[src/rtl/mastermind_codebreaker_pkg.sv]
// mm_pkg: shared Mastermind widths, codebreaker state encoding and peg extraction.
package mm_pkg;
    localparam int NUM_PEGS = 4;
    localparam int COLOR_W = 3;
    localparam int NUM_COLORS = 8;
    localparam int CODE_W = 12;
    typedef enum logic [1:0] {IDLE, SEARCH, OFFER, DONE} state_e;
    function automatic logic [COLOR_W-1:0] peg(input logic [CODE_W-1:0] code, input int i);
        return code[i*COLOR_W +: COLOR_W];
    endfunction
endpackage

[src/rtl/mastermind_codebreaker_if.sv]
// mastermind_codebreaker_if: guess/feedback link between a codebreaker (master) and a judge (slave).
interface mastermind_codebreaker_if;
    import mm_pkg::*;
    logic guess_valid;
    logic [CODE_W-1:0] guess;
    logic fb_valid;
    logic [2:0] fb_red;
    logic [2:0] fb_white;
    modport master(output guess_valid, guess, input fb_valid, fb_red, fb_white);
    modport slave(input guess_valid, guess, output fb_valid, fb_red, fb_white);
endinterface

[src/rtl/mastermind_codebreaker_score.sv]
// mastermind_score: combinational red/white scoring of two packed codes.
module mastermind_score
    import mm_pkg::*;
(
    input  logic [CODE_W-1:0] i_a,
    input  logic [CODE_W-1:0] i_b,
    output logic [2:0]        o_red,
    output logic [2:0]        o_white
);
    logic [2:0] w_red;
    logic [2:0] w_common;
    logic [2:0] w_na;
    logic [2:0] w_nb;
    always_comb begin
        w_red = '0;
        w_common = '0;
        w_na = '0;
        w_nb = '0;
        for (int i = 0; i < NUM_PEGS; i++)
            w_red = w_red + 3'(peg(i_a, i) == peg(i_b, i));
        // colour overlap is the per-colour minimum of the two histograms
        for (int c = 0; c < NUM_COLORS; c++) begin
            w_na = '0;
            w_nb = '0;
            for (int i = 0; i < NUM_PEGS; i++) begin
                w_na = w_na + 3'(peg(i_a, i) == COLOR_W'(c));
                w_nb = w_nb + 3'(peg(i_b, i) == COLOR_W'(c));
            end
            w_common = w_common + ((w_na < w_nb) ? w_na : w_nb);
        end
    end
    assign o_red = w_red;
    assign o_white = w_common - w_red;
endmodule

[src/rtl/mastermind_codebreaker.sv]
// mastermind_codebreaker: proposes Mastermind guesses, keeping each one consistent with all
// feedback so far by scanning the code space upward from the last offered guess.
module mastermind_codebreaker
    import mm_pkg::*;
#(
    parameter int MAX_GUESSES = 8
) (
    input  logic                            clk,
    input  logic                            resetn,
    input  logic                            start,
    mastermind_codebreaker_if.master        bus,
    output logic                            busy,
    output logic                            done,
    output logic                            solved,
    output logic [4:0]                      guess_count
);
    localparam logic [1:0] S_IDLE = IDLE;
    localparam logic [1:0] S_SEARCH = SEARCH;
    localparam logic [1:0] S_OFFER = OFFER;
    localparam logic [1:0] S_DONE = DONE;
    localparam int IW = (MAX_GUESSES > 1) ? $clog2(MAX_GUESSES) : 1;

    logic [1:0]        r_state;
    logic [17:0]       r_hist [MAX_GUESSES];
    logic [4:0]        r_hist_cnt;
    logic [4:0]        r_idx;
    logic [CODE_W-1:0] r_cand;
    logic [CODE_W-1:0] r_guess;
    logic [4:0]        r_count;
    logic              r_solved;
    logic [17:0]       w_entry;
    logic [2:0]        w_red;
    logic [2:0]        w_white;
    logic              w_match;
    logic              w_illegal;
    logic              w_finish;

    assign w_entry = r_hist[r_idx[IW-1:0]];

    mastermind_score u_score (
        .i_a    (r_cand),
        .i_b    (w_entry[17:6]),
        .o_red  (w_red),
        .o_white(w_white)
    );

    assign w_match = {w_red, w_white} == w_entry[5:0];
    assign w_illegal = (bus.fb_red > 3'd4) || ({1'b0, bus.fb_red} + {1'b0, bus.fb_white} > 4'd4)
                     || (bus.fb_red == 3'd3 && bus.fb_white == 3'd1);
    assign w_finish = w_illegal || bus.fb_red == 3'd4 || r_count == 5'(MAX_GUESSES);

    always_ff @(posedge clk) begin
        if (!resetn) begin
            r_state <= S_IDLE;
            r_hist_cnt <= '0;
            r_idx <= '0;
            r_cand <= '0;
            r_guess <= '0;
            r_count <= '0;
            r_solved <= 1'b0;
        end else begin
            case (r_state)
                S_IDLE, S_DONE: if (start) begin
                    r_state <= S_SEARCH;
                    r_hist_cnt <= '0;
                    r_cand <= '0;
                    r_idx <= '0;
                    r_count <= '0;
                    r_solved <= 1'b0;
                end
                S_SEARCH: if (r_idx == r_hist_cnt) begin
                    r_guess <= r_cand;
                    r_count <= r_count + 5'd1;
                    r_state <= S_OFFER;
                end else if (w_match) begin
                    r_idx <= r_idx + 5'd1;
                end else begin
                    r_idx <= '0;
                    r_cand <= r_cand + 1'b1;
                    if (&r_cand) r_state <= S_DONE;
                end
                S_OFFER: if (bus.fb_valid) begin
                    if (w_finish) begin
                        r_state <= S_DONE;
                        r_solved <= !w_illegal && bus.fb_red == 3'd4;
                    end else begin
                        r_hist[r_hist_cnt[IW-1:0]] <= {r_guess, bus.fb_red, bus.fb_white};
                        r_hist_cnt <= r_hist_cnt + 5'd1;
                        r_cand <= r_guess + 1'b1;
                        r_idx <= '0;
                        r_state <= S_SEARCH;
                    end
                end
                default: r_state <= S_IDLE;
            endcase
        end
    end

    assign bus.guess_valid = r_state == S_OFFER;
    assign bus.guess = r_guess;
    assign busy = r_state == S_SEARCH || r_state == S_OFFER;
    assign done = r_state == S_DONE;
    assign solved = r_solved;
    assign guess_count = r_count;
endmodule

[src/flat_wrapper.sv]
// flat-port wrapper written by rule: the top's interface ports become plain ports
module mastermind_codebreaker_flat import mm_pkg::*;
#(
    parameter int MAX_GUESSES = 8
)
  (clk, resetn, start, busy, done, solved, guess_count, bus_guess_valid, bus_guess, bus_fb_valid, bus_fb_red, bus_fb_white);
  mastermind_codebreaker_if bus_i ();
  input  logic clk;
  input  logic resetn;
  input  logic start;
  output logic busy;
  output logic done;
  output logic solved;
  output logic [4:0] guess_count;
  output wire logic [$bits(bus_i.guess_valid)-1:0] bus_guess_valid;
  output wire logic [$bits(bus_i.guess)-1:0] bus_guess;
  input wire logic [$bits(bus_i.fb_valid)-1:0] bus_fb_valid;
  input wire logic [$bits(bus_i.fb_red)-1:0] bus_fb_red;
  input wire logic [$bits(bus_i.fb_white)-1:0] bus_fb_white;
  assign bus_guess_valid = bus_i.guess_valid;
  assign bus_guess = bus_i.guess;
  assign bus_i.fb_valid = bus_fb_valid;
  assign bus_i.fb_red = bus_fb_red;
  assign bus_i.fb_white = bus_fb_white;
  mastermind_codebreaker #(.MAX_GUESSES(MAX_GUESSES)) u_core (.clk(clk), .resetn(resetn), .start(start), .bus(bus_i), .busy(busy), .done(done), .solved(solved), .guess_count(guess_count));
endmodule
[config.mk]
export PLATFORM = sky130hd
export DESIGN_NAME = mastermind_codebreaker_flat
export DESIGN_NICKNAME = d
export VERILOG_FILES = /design/src/rtl/mastermind_codebreaker_pkg.sv /design/src/rtl/mastermind_codebreaker_if.sv /design/src/rtl/mastermind_codebreaker_score.sv /design/src/rtl/mastermind_codebreaker.sv /design/src/flat_wrapper.sv
export SDC_FILE = /design/constraint.sdc
export NUM_CORES = 1
export LEC_CHECK = 0
export CORE_ASPECT_RATIO = 1.25
export CORE_UTILIZATION = 30
export DETAILED_ROUTE_END_ITERATION = 8
export SLEW_MARGIN = 20
export SYNTH_ARGS = -nofsm -noshare
export SYNTH_HDL_FRONTEND = slang
export SYNTH_SLANG_ARGS = --single-unit
[constraint.sdc]
create_clock -name clk -period 8.4 [get_ports clk]
set_clock_uncertainty 0.2 [all_clocks]
set_input_delay 1.26 -clock clk [delete_from_list [all_inputs] [get_ports clk]]
set_output_delay 1.26 -clock clk [all_outputs]
set_load 0.005 [all_outputs]
## Yosys cells after proc, flatten, opt, wreduce, memory -nomap -nowiden

Memory sizes are Yosys's and may differ from the RTL's. A register that Yosys moved wholly into a read port is not among the register bits.
Index checks and enable logic that the tools add are counted.

| operators by class | value |
|---|---|
| add/sub/neg operators | 65 |
| reduce and logical (&&, ||, !) cells | 28 |
| multiplexer cells | 43 |
| shifts and indexed selects | 0 |
| $lt $le $gt $ge | 10 |
| div/mod/pow operators | 0 |
| multiply operators | 0 |
| bitwise operators | 0 |
| eq/ne operators | 78 |

Operators with widths:

| operator | number |
|---|---|
| $eq 3x3->1 const B | 33 |
| $mux 12 | 5 |
| $add 2x1->3 | 17 |
| $add 3x1->3 | 17 |
| $eq 3x2->1 const B | 17 |
| $mux 5 | 8 |
| $pmux 12 s3 | 1 |
| $add 1x1->2 | 17 |
| $mux 3 | 10 |
| $eq 3x1->1 const B | 9 |
| $add 12x1->12 const B | 2 |
| $logic_not 3->1 | 8 |
| $lt 3x3->1 | 8 |
| $add 3x3->3 | 7 |
| $pmux 5 s2 | 2 |
| $reduce_and 4->1 | 4 |
| $add 5x1->5 const B | 3 |
| $pmux 5 s3 | 1 |
| $eq 3x3->1 | 4 |
| $mux 2 | 6 |
| $reduce_and 12->1 | 1 |
| $mux 1 | 8 |
| $ne 2x2->1 const B | 4 |
| $eq 6x6->1 | 1 |
| other kinds (22) | 31 |

| storage, ports and cells | value |
|---|---|
| RAM bits | 144 |
| memory bits (read-only) | 0 |
| logic and storage cells | 232 |
| bits in registers | 42 |
| input port bits | 10 |
| memories kept | 1 |
| bits in latches | 0 |
| output and inout bits | 21 |

Memory list:

| memory | depth | width | rd ports | clocked after memory_dff | write ports | line | RTL |
|---|---|---|---|---|---|---|---|
| u_core.r_hist | 8 | 18 | 1 | 1 | 1 | mastermind_codebreaker.sv:24 | `logic [17:0] r_hist [MAX_GUESSES];` |

## Depth between registers and ports, before layout

| depth | value |
|---|---|
| depth after elaboration | 20 |
| depth in mapped cells | 29 |
| gate-level depth less buffers | 25 |

## Hierarchy

Synthesis repeated with hierarchy kept, for this count alone.

| second synthesis, totals | value |
|---|---|
| cells, all modules | 862 |
| area total of the unflattened synthesis | 10,892.9 µm² |

Modules (own cells, without submodules):

| module | times used | area each (µm²) | cells an instance |
|---|---|---|---|
| mastermind_codebreaker | 1 | 8,235.4 | 556 |
| mastermind_score | 1 | 2,657.5 | 306 |

## Worst setup path after synthesis

No wires, ideal clock.

| path | value |
|---|---|
| kind | register to register |
| start point | register with a tool-made name |
| end point | register u_core.r_cand[3] |
| stages on the path, launching flop included | 30 |
| arrival | 7.145 ns |
| setup slack | 0.931 ns |
| period minus slack after synthesis | 7.469 ns |
| buffers on the path | 4 |
| required time | 8.076 ns |
| cells stage by stage | dfxtp_1 -> buf_6 -> buf_6 -> buf_2 -> mux4_2 -> mux2i_1 -> or2_2 -> nor2_1 -> fa_1 -> ha_1 -> ha_1 -> inv_1 -> ha_1 -> a21o_1 -> a21oi_1 -> nor2_1 -> a21oi_1 -> fa_1 -> fa_1 -> inv_1 -> fa_1 -> ha_1 -> xnor2_1 -> xnor2_1 -> xnor2_1 -> xnor3_1 -> o31ai_4 -> nand2b_1 -> buf_6 -> o22ai_2 |

RTL lines:

| item | line | RTL |
|---|---|---|
| end signal: assignment | mastermind_codebreaker.sv:79 | `r_cand <= r_cand + 1'b1;` |
| end signal: assignment | mastermind_codebreaker.sv:89 | `r_cand <= r_guess + 1'b1;` |
| end: declaration | mastermind_codebreaker.sv:27 | `logic [CODE_W-1:0] r_cand;` |

==> results.ini <==
[global_route]
antenna_found_initial = 0
grt_max_degree = 38
grt_pass1_wl_um = 39200
grt_usage_pct = 14.7
first_global_vias = 6834
grt_overflow_total = 0

[sta]
min_period_ns = 7.84
setup_viol = 0
tightest_slew_ns = 0.957
finalCritPeriodShare_pct = 93.3
maxSlewViolCount = 0
hold_slack_ns = 0.322
slew_headroom_pct = 36.0
max_freq_mhz = 128
hold_viol = 0
fin_tns_setup_ns = 0
rsz0062_at_grt = false

[cts]
cts_resized = 0
cts_tree = yes
cts.sinks = 189
clockBufferDepth = 2
clk_latency_ns = 0.44
post-cts-setup-buffer-count = 0
h-tree-depth = 4
cts-hold-fix-buffers = 0
ctsRootBufferMaster = clkbuf_16
cts_made_buffers = 17
clk_pin_slew_ns = 0.07

[logic_synthesis]
synth_compound_area_share_pct = 5.41
synth.avg_cell_area_um2 = 12.6
synth_edf_count = 144
syn_nets = 952
synth-simple-area-share_pct = 10.8
synth-seq-cells = 189
async_flop_share_pct = 0
ys.flop_type = edfxtp_1
synthAdderAreaFrac_pct = 13.6
synth_warnings = 0
synth-xor-area-share_pct = 4.84
synth_top_family_by_area = adder cells
syn_area_mm2 = 0.0106
netlist_instances = 843
ys_types = 55
synthMuxAreaShare_pct = 12.6
ys_seq_area_share_pct = 49.3

[layout]
fin_nets = 989
area_delta_synth_final_pct = 14.4
antenna_cells = 0
drive_gt1_share_pct = 14.4
finalInstanceArea_mm2 = 0.0121
most-common-layout-cells = edfxtp_1 (144), nor2_1 (89), ha_1 (72), mux2i_1 (53), inv_1 (49)
final_common_cell = edfxtp_1
final_util_pct = 35.0

[place]
gp_congestion = 0.840
port_buffers = 30
dpl_cell_area_mm2 = 0.0115
place_hpwl_um = 17400

[worst_setup_path]
crit_fanout = 19
critPathLaunchType = register
critical_path_class = reg -> reg
r2r-end = u_core.r_idx[1]
cp_data_arrival_time_ns = 8.00
critPathCaptureType = register
rrSetupSlack_ns = 0.56
critPathRequiredTime_ns = 8.56
reg2reg_depth = 27

[drt]
wl_per_cell_um = 18.2
postRouteAntennaNets = 0
drt_iter0_drc = 439
route.detailed.drc = 0
routed_wirelength_um = 24800
viasPerCell = 4.77
first_pass_iters = 4
num_vias = 6494

[hold_path]
hp-start = u_core.r_state[1]
holdPathStages = 2
hold_path_class = reg -> reg
holdPathEnd = u_core.r_state[1]

[pwr]
finalPower_mw = 2.01
irDropWorstVdd_mv = 0.136
power_density_mw_per_mm2 = 166
power_leakage_nw = 4.45

[die]
fp.dieArea_mm2 = 0.0361
rows = 76
die_w_um = 170
initial_core_util_pct = 30.6
num_io_pins = 31
core_area_mm2 = 0.0346
fp.dieH_um = 212

[status]
status = finished, final reports clean

[job]
maxCapViolCount = 0

-- metrics by stage --
step / cells / worst slack (ns)
CTS: 1361 / 0.552
global route: 1361 / 0.0887
finish: 1361 / 0.560
global placement: 1329 / 0.657
floorplan: 843 / 0.931
detailed placement: 1329 / 0.645
-- report_power, final --
group          internal [mW]  switching (mW)  leakage [nW]
clock network          0.399           0.394         0.284
logic                 0.0857           0.122          2.48
registers              0.999         0.00869          1.68
-- cell type report --
type / instances / area [µm²]
Sequential cell: 189 / 5230
Fill cell: 3417 / 22500
Clock buffer: 17 / 425
Inverter: 49 / 184
Timing Repair Buffer: 55 / 500
Clock inverter: 15 / 168
Multi-Input combinational cell: 568 / 5020
Tap cell: 468 / 586
-- worst max path at each step --
stage	from	to	depth (start not counted)
after floorplan	register	u_core.r_cand[3]	29
after global placement	register	u_core.r_state[0]	26
final	register	u_core.r_idx[1]	27
after global routing	register	u_core.r_idx[1]	27
after CTS	register	u_core.r_idx[1]	27
after detailed placement	register	u_core.r_idx[2]	27
-- metal layers --
metal	part of all wire [%]	vias to the layer above	wire, µm	track usage (%)
met5	0	-	0	0
met3	3.6	28	899	2.18
met4	3.0	0	735	6.40
met2	52	119	12900	25.9
met1	41	3240	10300	17.6
li1	-	3107	-	-
-- state kept, by name, summed over array words and instances, names as in the netlist, named ones only --
register	flops
u_core.r_hist	144
u_core.r_cand	12
u_core.solved	1
u_core.bus.guess	12
u_core.r_hist_cnt	5
u_core.r_state	2
u_core.guess_count	5
u_core.r_idx	5
-- critical path, stage by stage, from the launching register on --
cell and delay [ns]:
dfxtp_2 0.51, buf_12 0.24, mux4_2 0.53, mux2i_1 0.45, nand2_1 0.13, nor2_1 0.16
fa_1 0.46, ha_1 0.22, ha_1 0.27, inv_1 0.05, ha_1 0.27, a21o_1 0.15
a21oi_1 0.28, nor2_1 0.07, a21oi_1 0.21, fa_1 0.52, fa_1 0.50, inv_1 0.06
fa_1 0.48, ha_1 0.22, xnor2_1 0.13, xnor2_1 0.21, xnor2_1 0.15, xnor3_1 0.49
o31ai_4 0.24, buf_4 0.24, nand2_2 0.11, nor2_1 0.19
-- cells in the mapped netlist (all sizes together), types with 6 or more instances --
library cell	n	area, µm²
a21o	9	67.6
a21oi	37	185
buf	14	97.6
clkbuf	23	86.3
dfxtp	45	901
edfxtp	144	4320
fa	27	541
ha	72	901
inv	49	184
mux2	7	78.8
mux2i	53	531
mux4	32	721
nand2	41	156
nand2b	21	131
nand3	12	60.1
nand3b	6	45.0
nand4	9	62.6
nor2	95	357
nor3	18	90.1
o21ai	16	95.1
or2	6	40.0
xnor2	32	280
xor2	24	210
-- logic make-up after synthesis --
kind of cell    count (synthesis)
fa+ha+maj                      99
mux                            92
flops                         189
compound gates                 86
buf+inv                        86
xor+xnor                       57
simple gates                  234
Power figures use the tool's default switching activity.
